[src/rtl/arch_defs_pkg.sv]
`default_nettype none
// ============================================================================
// Module  : arch_defs_pkg
// Brief   : Shared loader state encoding and frame constants.
// Revision: 1.0 - initial release
// ============================================================================
package arch_defs_pkg;

    typedef enum logic [2:0] {
        ST_IDLE  = 3'd0,
        ST_HDR   = 3'd1,
        ST_DATA  = 3'd2,
        ST_CHK   = 3'd3,
        ST_DONE  = 3'd4,
        ST_ERROR = 3'd5
    } loader_state_t;

    localparam logic [7:0] LOADER_MAGIC = 8'hA5;

endpackage
`default_nettype wire

[src/rtl/prog_loader.sv]
`default_nettype none
// ============================================================================
// Module  : prog_loader
// Brief   : Byte-stream program loader: parses MAGIC/ADDR/LEN/DATA/CHK frames,
//           writes program memory and holds the CPU until a good frame lands.
// Revision: 1.0 - initial release
// ============================================================================
module prog_loader #(
    parameter int ADDR_WIDTH = 16,
    parameter int DATA_WIDTH = 8
) (
    input  logic                  clk,
    input  logic                  reset,
    input  logic [DATA_WIDTH-1:0] rx_data,
    input  logic                  rx_valid,
    output logic                  rx_ready,
    output logic                  mem_we,
    output logic [ADDR_WIDTH-1:0] mem_addr,
    output logic [DATA_WIDTH-1:0] mem_wdata,
    output logic                  cpu_hold,
    output logic                  busy,
    output logic                  done,
    output logic                  error
);
    import arch_defs_pkg::*;

    loader_state_t         state;
    logic [1:0]            hdr_idx;
    logic [7:0]            addr_hi;
    logic [7:0]            len_hi;
    logic [15:0]           remaining;
    logic [ADDR_WIDTH-1:0] wr_addr;
    logic [7:0]            sum;

    logic       accept;
    logic [7:0] byte_in;

    // The loader never back-pressures; it only refuses bytes while in reset.
    assign rx_ready = reset;
    assign accept   = rx_valid && rx_ready;
    assign byte_in  = rx_data[7:0];

    always_ff @(posedge clk) begin
        if (!reset) begin
            state     <= ST_IDLE;
            hdr_idx   <= 2'd0;
            addr_hi   <= 8'd0;
            len_hi    <= 8'd0;
            remaining <= 16'd0;
            wr_addr   <= '0;
            sum       <= 8'd0;
            mem_we    <= 1'b0;
            mem_addr  <= '0;
            mem_wdata <= '0;
            cpu_hold  <= 1'b1;
            busy      <= 1'b0;
            done      <= 1'b0;
            error     <= 1'b0;
        end else begin
            mem_we <= 1'b0;
            if (accept) begin
                case (state)
                    ST_IDLE, ST_DONE, ST_ERROR: begin
                        if (byte_in == LOADER_MAGIC) begin
                            state    <= ST_HDR;
                            hdr_idx  <= 2'd0;
                            sum      <= 8'd0;
                            busy     <= 1'b1;
                            done     <= 1'b0;
                            error    <= 1'b0;
                            cpu_hold <= 1'b1;
                        end
                    end
                    ST_HDR: begin
                        sum     <= sum + byte_in;
                        hdr_idx <= hdr_idx + 2'd1;
                        case (hdr_idx)
                            2'd0:    addr_hi <= byte_in;
                            2'd1:    wr_addr <= ADDR_WIDTH'({addr_hi, byte_in});
                            2'd2:    len_hi  <= byte_in;
                            default: begin
                                remaining <= {len_hi, byte_in};
                                state     <= ({len_hi, byte_in} == 16'd0) ? ST_CHK : ST_DATA;
                            end
                        endcase
                    end
                    ST_DATA: begin
                        sum       <= sum + byte_in;
                        mem_we    <= 1'b1;
                        mem_addr  <= wr_addr;
                        mem_wdata <= rx_data;
                        wr_addr   <= wr_addr + ADDR_WIDTH'(1);
                        remaining <= remaining - 16'd1;
                        if (remaining == 16'd1) begin
                            state <= ST_CHK;
                        end
                    end
                    ST_CHK: begin
                        busy <= 1'b0;
                        // Sum covers every byte after MAGIC, CHK included.
                        if (8'(sum + byte_in) == 8'd0) begin
                            state    <= ST_DONE;
                            done     <= 1'b1;
                            cpu_hold <= 1'b0;
                        end else begin
                            state <= ST_ERROR;
                            error <= 1'b1;
                        end
                    end
                    default: begin
                        state    <= ST_IDLE;
                        busy     <= 1'b0;
                        done     <= 1'b0;
                        error    <= 1'b0;
                        cpu_hold <= 1'b1;
                    end
                endcase
            end
        end
    end

endmodule
`default_nettype wire
[config.mk]
export PLATFORM = sky130hd
export DESIGN_NAME = prog_loader
export DESIGN_NICKNAME = d
export VERILOG_FILES = /design/src/rtl/arch_defs_pkg.sv /design/src/rtl/prog_loader.sv
export SDC_FILE = /design/constraint.sdc
export NUM_CORES = 1
export LEC_CHECK = 0
export CAP_MARGIN = 20
export CORE_MARGIN = 3
export CORE_UTILIZATION = 58
export CTS_CLUSTER_SIZE = 14
export DETAILED_ROUTE_END_ITERATION = 7
export PLACE_DENSITY = 0.91
export SETUP_SLACK_MARGIN = 0.2
export SLEW_MARGIN = 5
export SYNTH_ARGS = -nofsm -noshare
export SYNTH_HDL_FRONTEND = slang
export SYNTH_SLANG_ARGS = --single-unit
[constraint.sdc]
create_clock -name clk -period 3.1 [get_ports clk]
set_input_delay 0.62 -clock clk [delete_from_list [all_inputs] [get_ports clk]]
set_output_delay 0.62 -clock clk [all_outputs]
set_load 0.1 [all_outputs]
==> results of run 1 <==
## kinds of logic (layout without fill, tap and decap cells)
kind of cell | Yosys count | count (layout)
xor gates and xnor gates | 6 | 6
adders and majority gates | 15 | 15
buffers and inverters | 48 | 95
and+or+nand+nor | 236 | 236
DFF | 90 | 90
AOI/OAI and AO/OA | 185 | 185
## final cells by class
type / instances / area, sq um
Clock buffer: 9 / 124
Multi-Input combinational cell: 442 / 2650
Clock inverter: 6 / 78.8
Timing Repair Buffer: 70 / 553
Tap cell: 99 / 124
Inverter: 10 / 37.5
Fill cell: 598 / 2080
Sequential cell: 90 / 1800
## worst paths after layout
kind	to	from	cells after the start
setup reg to reg	error	sum[0]	9
hold / removal	mem_wdata[0]	mem_wdata[0]	2
setup / recovery	error	rx_data[5]	8
hold reg to reg	mem_wdata[0]	mem_wdata[0]	2
## worst min-delay path: cells and delay by family, from the launching register on
family           cells  cell delay [ps]
flip-flops           1              320
AND/OR/NAND/NOR      1               50
AO/OA/AOI/OAI        1               50
## power groups by stage
| stage | Combinational, mW | Clock [mW] | Sequential [mW] |
|---|---|---|---|
| after floorplan | 0.0581 | 0 | 1.19 |
| after global placement | 0.122 | 0 | 1.19 |
| after detailed placement | 0.123 | 0 | 1.19 |
| after CTS | 0.125 | 0.825 | 1.16 |
| after global routing | 0.138 | 0.874 | 1.16 |
| final | 0.132 | 0.815 | 1.16 |
## sequential cells by signal, indices dropped and copies added (netlist names)
name and count:
hdr_idx 2, done 1, busy 1, state 3, mem_addr 16, mem_we 1, wr_addr 16, mem_wdata 8
error 1, len_hi 8, addr_hi 8, cpu_hold 1, sum 8, remaining 16
## per-stage QoR
stage	util	hold WS, ps	cell area [sq um]	setup TNS [ps]
2_1_floorplan	-	440	4550	0
3_3_place_gp	0.681	443	5070	-690
3_5_place_dp	0.681	451	5070	-837
4_1_cts	0.711	465	5290	0
5_1_grt	0.720	485	5370	0
6_report	0.720	459	5370	0
## timing repair
item | in CTS | in global routing
pin swaps | 0 | 7
setup endpoints to repair | 3 | 2
gates cloned | 0 | 0
resized for setup | 4 | 15
setup buffers | 0 | 1
hold buffers | 0 | 0
## Yosys cell counts, drive strengths merged (3+ instances only)
cell type / count / area share
a41oi: 4 / 0.0077
nor4: 6 / 0.0082
nand3: 28 / 0.031
ha: 14 / 0.038
o221a: 8 / 0.020
or3: 4 / 0.0069
nand2b: 6 / 0.0082
inv: 10 / 0.0082
or4: 5 / 0.0082
nor3: 12 / 0.013
nor2b: 17 / 0.023
o41ai: 3 / 0.0058
a22oi: 17 / 0.028
o21a: 5 / 0.0082
buf: 5 / 0.0058
nor2: 46 / 0.038
xor2: 4 / 0.0077
o31ai: 4 / 0.0066
a21boi: 23 / 0.038
a31oi: 5 / 0.0069
and3: 3 / 0.0041
clkbuf: 33 / 0.027
o21ai: 64 / 0.070
and2: 9 / 0.012
nand2: 93 / 0.077
a21oi: 33 / 0.036
dfxtp: 90 / 0.40
## per-layer routing
metal,GRT usage,share of wire,vias up
li1,-,-,2152
met1,0.345,0.43,2048
met2,0.459,0.48,165
met3,0.0534,0.059,35
met4,0.120,0.031,0
met5,0,0,-
==> qor.txt, run 1 <==
Vias in the first global route - 4242
Synthesized Nets - 606
Post-DP HPWL - 8060 um
Final setup viols - 0
CTS Sinks - 90
Crit path buf inv count - 1
Share of flip-flops with an asynchronous set or reset - 0
Leakage - 1.97 nW
Switch share - 0.246
Drt drc - 0
Share of layout cells above drive strength 1 - 0.158
Post-DRT Antenna Nets - 0
CTS Buf Count - 9
Total number of H-tree levels - 3
Final worst setup slack - 250 ps
Int Power - 1.59 mW
Overflow after GRT - 0
Critical Path Sink Type - flip-flop
Gate Count Post-Synth - 580
Vias/cell - 6.06
Maxcap violations - 0
Max Clock Skew - 12.8 ps
Fmax - 351 MHz
Worst R2R Setup Slack - 470 ps
WP data required - 3360 ps
Share of power burned in registers - 0.551
Seq/Total Area, Yosys - 0.396
CP Class - input port to flip-flop
Maximum VDD drop - 270 uV
Rows - 31
Final nets - 649
Outcome - completed
Actual slew at the worst max-slew pin - 567 ps
Initial Util - 0.612
Tcrit/Tclk final - 0.919
Crit path max-delay family - compound AO/OA/AOI/OAI gates
Cell area power density - 392 nW/um^2
CP max-delay cell - a2111o_1
Worst-path maximum fanout - 3
Non-Filler Instances - 726
CP arrival - 3110 ps
First-pass GRT wire length - 19600 um
Clock network fraction of design power - 0.387
RePlAce Congestion - 0.913
DIE AREA - 8950 sq um
Wire per inst - 16.3 um
Max-slew violations - 0
Worst path cell trace - clkdlybuf4s50_1 -> ha_1 -> a21oi_1 -> o21ai_1 -> or3_1 -> a2111o_1 -> or3_4 -> a22o_1
Crit path largest cell delay - 450 ps
Vias - 4400
Pwr Total - 2.10 mW
Largest net degree at the start of global routing - 55
Antenna violations before repair - 0
Final Critical Period - 2850 ps
Simple-gate share of the synthesized area - 0.242
Clock buffer depth - 2
I/O pins - 41
Largest family of logic cells by synthesized area - compound AO/OA/AOI/OAI gates
TritonRoute pass-1 iters - 5
#FFs+latches synth - 90
Synth unique cells - 52
Synth Area in XOR/XNOR - 0.0115
# port buffers - 40
CTS tree - done
CTS root buf - clkbuf_8
Worst rel slew slack - 0.622
Comb pwr share - 0.062
Die Span X - 94.6 um
GRT Util Overall - 0.275
Most frequent cells in the layout - 93 x nand2_1, 90 x dfxtp_1, 61 x o21ai_0
YS warnings - 0
Most used DFF post-synth - dfxtp_1
Post-synthesis average cell area - 7.85 sq um
Area of the core - 7450 sq um
Inst Count DP - 710
Worst hold path class - flip-flop to flip-flop
Synth Cell Area - 4550 sq um
DP Worst Slack - -261 ps
Sw Pwr - 0.517 mW
P&R area growth vs syn - 17.8%
Final WL - 11800 um
Synth Area in Adders - 0.0429
Die height - 94.6 um
Worst Setup Start Kind - input port
RSZ-0062 raised after global routing - no
Commonest non-fill, non-tap cell in the layout - nand2_1
EDFF count, synth - 0
Final hold violations - 0
Clock latency on the worst-skew pair - 360 ps
Mux contribution to synthesized area - 0
Drt initial violations - 238
# diodes - 0
Compound-Gate Fraction of Synth Area - 0.267
Reg clk slew, reported paths - 100 ps
No activity file was read; power rests on OpenSTA's default activity.
==> inputs of run 2 (changes only) <==
--- a/config.mk
+++ b/config.mk
@@ -6,8 +6,10 @@
 export NUM_CORES = 1
 export LEC_CHECK = 0
 export CAP_MARGIN = 20
+export CELL_PAD_IN_SITES_DETAIL_PLACEMENT = 1
+export CELL_PAD_IN_SITES_GLOBAL_PLACEMENT = 1
 export CORE_MARGIN = 3
-export CORE_UTILIZATION = 58
+export CORE_UTILIZATION = 43
 export CTS_CLUSTER_SIZE = 14
 export DETAILED_ROUTE_END_ITERATION = 7
 export PLACE_DENSITY = 0.91
==> run 2 against run 1 <==
  * Setup slack worse by 0.68 ps
  * Global-route usage fell by 2.4 points
  * Total power is 1.5% lower
  * Design area increased by 0.19%
  * Critical path type unchanged
  * Critical endpoint unchanged
==> qor.txt, run 2 (same netlist as run 1, synthesis figures left out) <==
TritonRoute pass-1 iters - 4
Die height - 109 um
CP arrival - 3110 ps
Tcrit/Tclk final - 0.920
Leakage - 1.96 nW
CTS Buf Count - 9
Total number of H-tree levels - 3
CTS Sinks - 90
Most frequent cells in the layout - 93 x nand2_1, 90 x dfxtp_1, 62 x o21ai_0
WP data required - 3360 ps
RSZ-0062 raised after global routing - no
Rows - 36
Antenna violations before repair - 0
Share of layout cells above drive strength 1 - 0.159
Fillers - 1249
# diodes - 0
Final hold violations - 0
Vias in the first global route - 4851
Setup tns final - 0 ps
Pwr Total - 2.07 mW
Sw Pwr - 0.560 mW
Post-route cell area - 5380 sq um
Final worst setup slack - 249 ps
Clock network fraction of design power - 0.376
Drt initial violations - 290
CTS root buf - clkbuf_8
GRT Util Overall - 0.252
First-pass GRT wire length - 23800 um
Largest net degree at the start of global routing - 54
Worst hold path class - flip-flop to flip-flop
Comb pwr share - 0.065
CTS tree - done
Drt drc - 0
RePlAce Congestion - 0.944
Outcome - completed
DP Worst Slack - -419 ps
Die Span X - 109 um
Worst hold slack - 466 ps
Hold Buf Count CTS - 0
Cell area power density - 386 nW/um^2
Final nets - 649
P&R area growth vs syn - 18.0%
CP Class - input port to flip-flop
Overflow after GRT - 0
Max Clock Skew - 13.0 ps
Post-DRT Antenna Nets - 0
R2r startpoint - sum[0]
Largest registers - mem_addr: 16 flops, remaining: 16 flops, wr_addr: 16 flops
Critical Path Sink Type - flip-flop
Non-Filler Instances - 761
Reg clk slew, reported paths - 90 ps
Fin util - 0.535
Int Power - 1.51 mW
Final Critical Period - 2850 ps
Final WL - 14100 um
Share of power burned in registers - 0.559
Worst Setup Start Kind - input port
Inst Count DP - 744
Area of the core - 10000 sq um
Worst rel slew slack - 0.621
Maximum VDD drop - 190 uV
Vias - 4485
CP startpoint - rx_data[3]
Max-slew violations - 0
I/O pins - 41
# port buffers - 40
Post-DP HPWL - 9460 um
Clock buffer depth - 2
Vias/cell - 5.89
Maxcap violations - 0
Final setup viols - 0
Fmax - 351 MHz
Initial Util - 0.453
Hold Crit Start - mem_addr[0]
Post-DP Area - 5120 sq um
Clock latency on the worst-skew pair - 370 ps
Commonest non-fill, non-tap cell in the layout - nand2_1
DIE AREA - 11900 sq um
Wire per inst - 18.5 um
Actual slew at the worst max-slew pin - 568 ps
Switch share - 0.270
Worst-path maximum fanout - 3
[run 2: cell types whose count changed in the layout (fill, tap and decap cells not counted), moves of 2 or more]
cell           previous run  this run
inv_6                     1         3
nor2_2                    2         0
a21oi_2                   0         2
a21oi_1                  33        31
dlygate4sd2_1             0         2
[run 2: final cells by class]
class / instances / area, sq um / area share
sequential: 90 / 1800 / 0.335
tap: 133 / 166 / 0.0310
clock buffer: 9 / 124 / 0.0230
clock inverter: 7 / 58.8 / 0.0109
timing repair buffer: 70 / 548 / 0.102
multi-input combinational: 442 / 2640 / 0.491
inverter: 10 / 37.5 / 0.00698
[run 2: power by group through the flow]
stage	registers [mW]	logic [mW]	clock network (mW)
global route	1.16	0.144	0.847
finish	1.16	0.135	0.781
detailed placement	1.19	0.128	0
global placement	1.19	0.123	0
floorplan	1.19	0.0581	0
CTS	1.16	0.132	0.798
[run 2: timing repair]
| action | 4_1_cts | 5_1_grt |
|---|---|---|
| resized for setup | 10 | 6 |
| setup endpoints to repair | 4 | 2 |
| pin swaps | 6 | 0 |
| setup buffers | 1 | 0 |
[run 2: critical path: stages]
cell and delay (ps):
clkdlybuf4s50_1 520, ha_2 300, o21ai_1 150, nor3_1 110
or3_1 340, a2111o_1 440, or3_4 370, a22o_1 250
[run 2: metal layers]
layer  track usage  share of wire  up-vias  routed length (um)
met5             0              0        -                   0
met4         0.100          0.025        0                 354
met3        0.0497          0.047       26                 659
met2         0.459           0.52       92                7310
met1         0.285           0.41     2210                5760
li1              -              -     2157                   -
[run 2: final timing paths]
check           endpoint  slack [ps]  cells past startpoint
min          mem_addr[0]         470                      2
max reg2reg        error         430                      7
min reg2reg  mem_addr[0]         470                      2
max                error         250                      8
==> inputs of run 3 (changes only) <==
--- a/config.mk
+++ b/config.mk
@@ -10,7 +10,7 @@
 export CELL_PAD_IN_SITES_GLOBAL_PLACEMENT = 1
 export CORE_MARGIN = 3
 export CORE_UTILIZATION = 43
-export CTS_CLUSTER_SIZE = 14
+export CTS_CLUSTER_SIZE = 8
 export DETAILED_ROUTE_END_ITERATION = 7
 export PLACE_DENSITY = 0.91
 export SETUP_SLACK_MARGIN = 0.2
==> results of run 3 <==
Same layout as run 2: the final DEF is identical, and so are final timing and power.
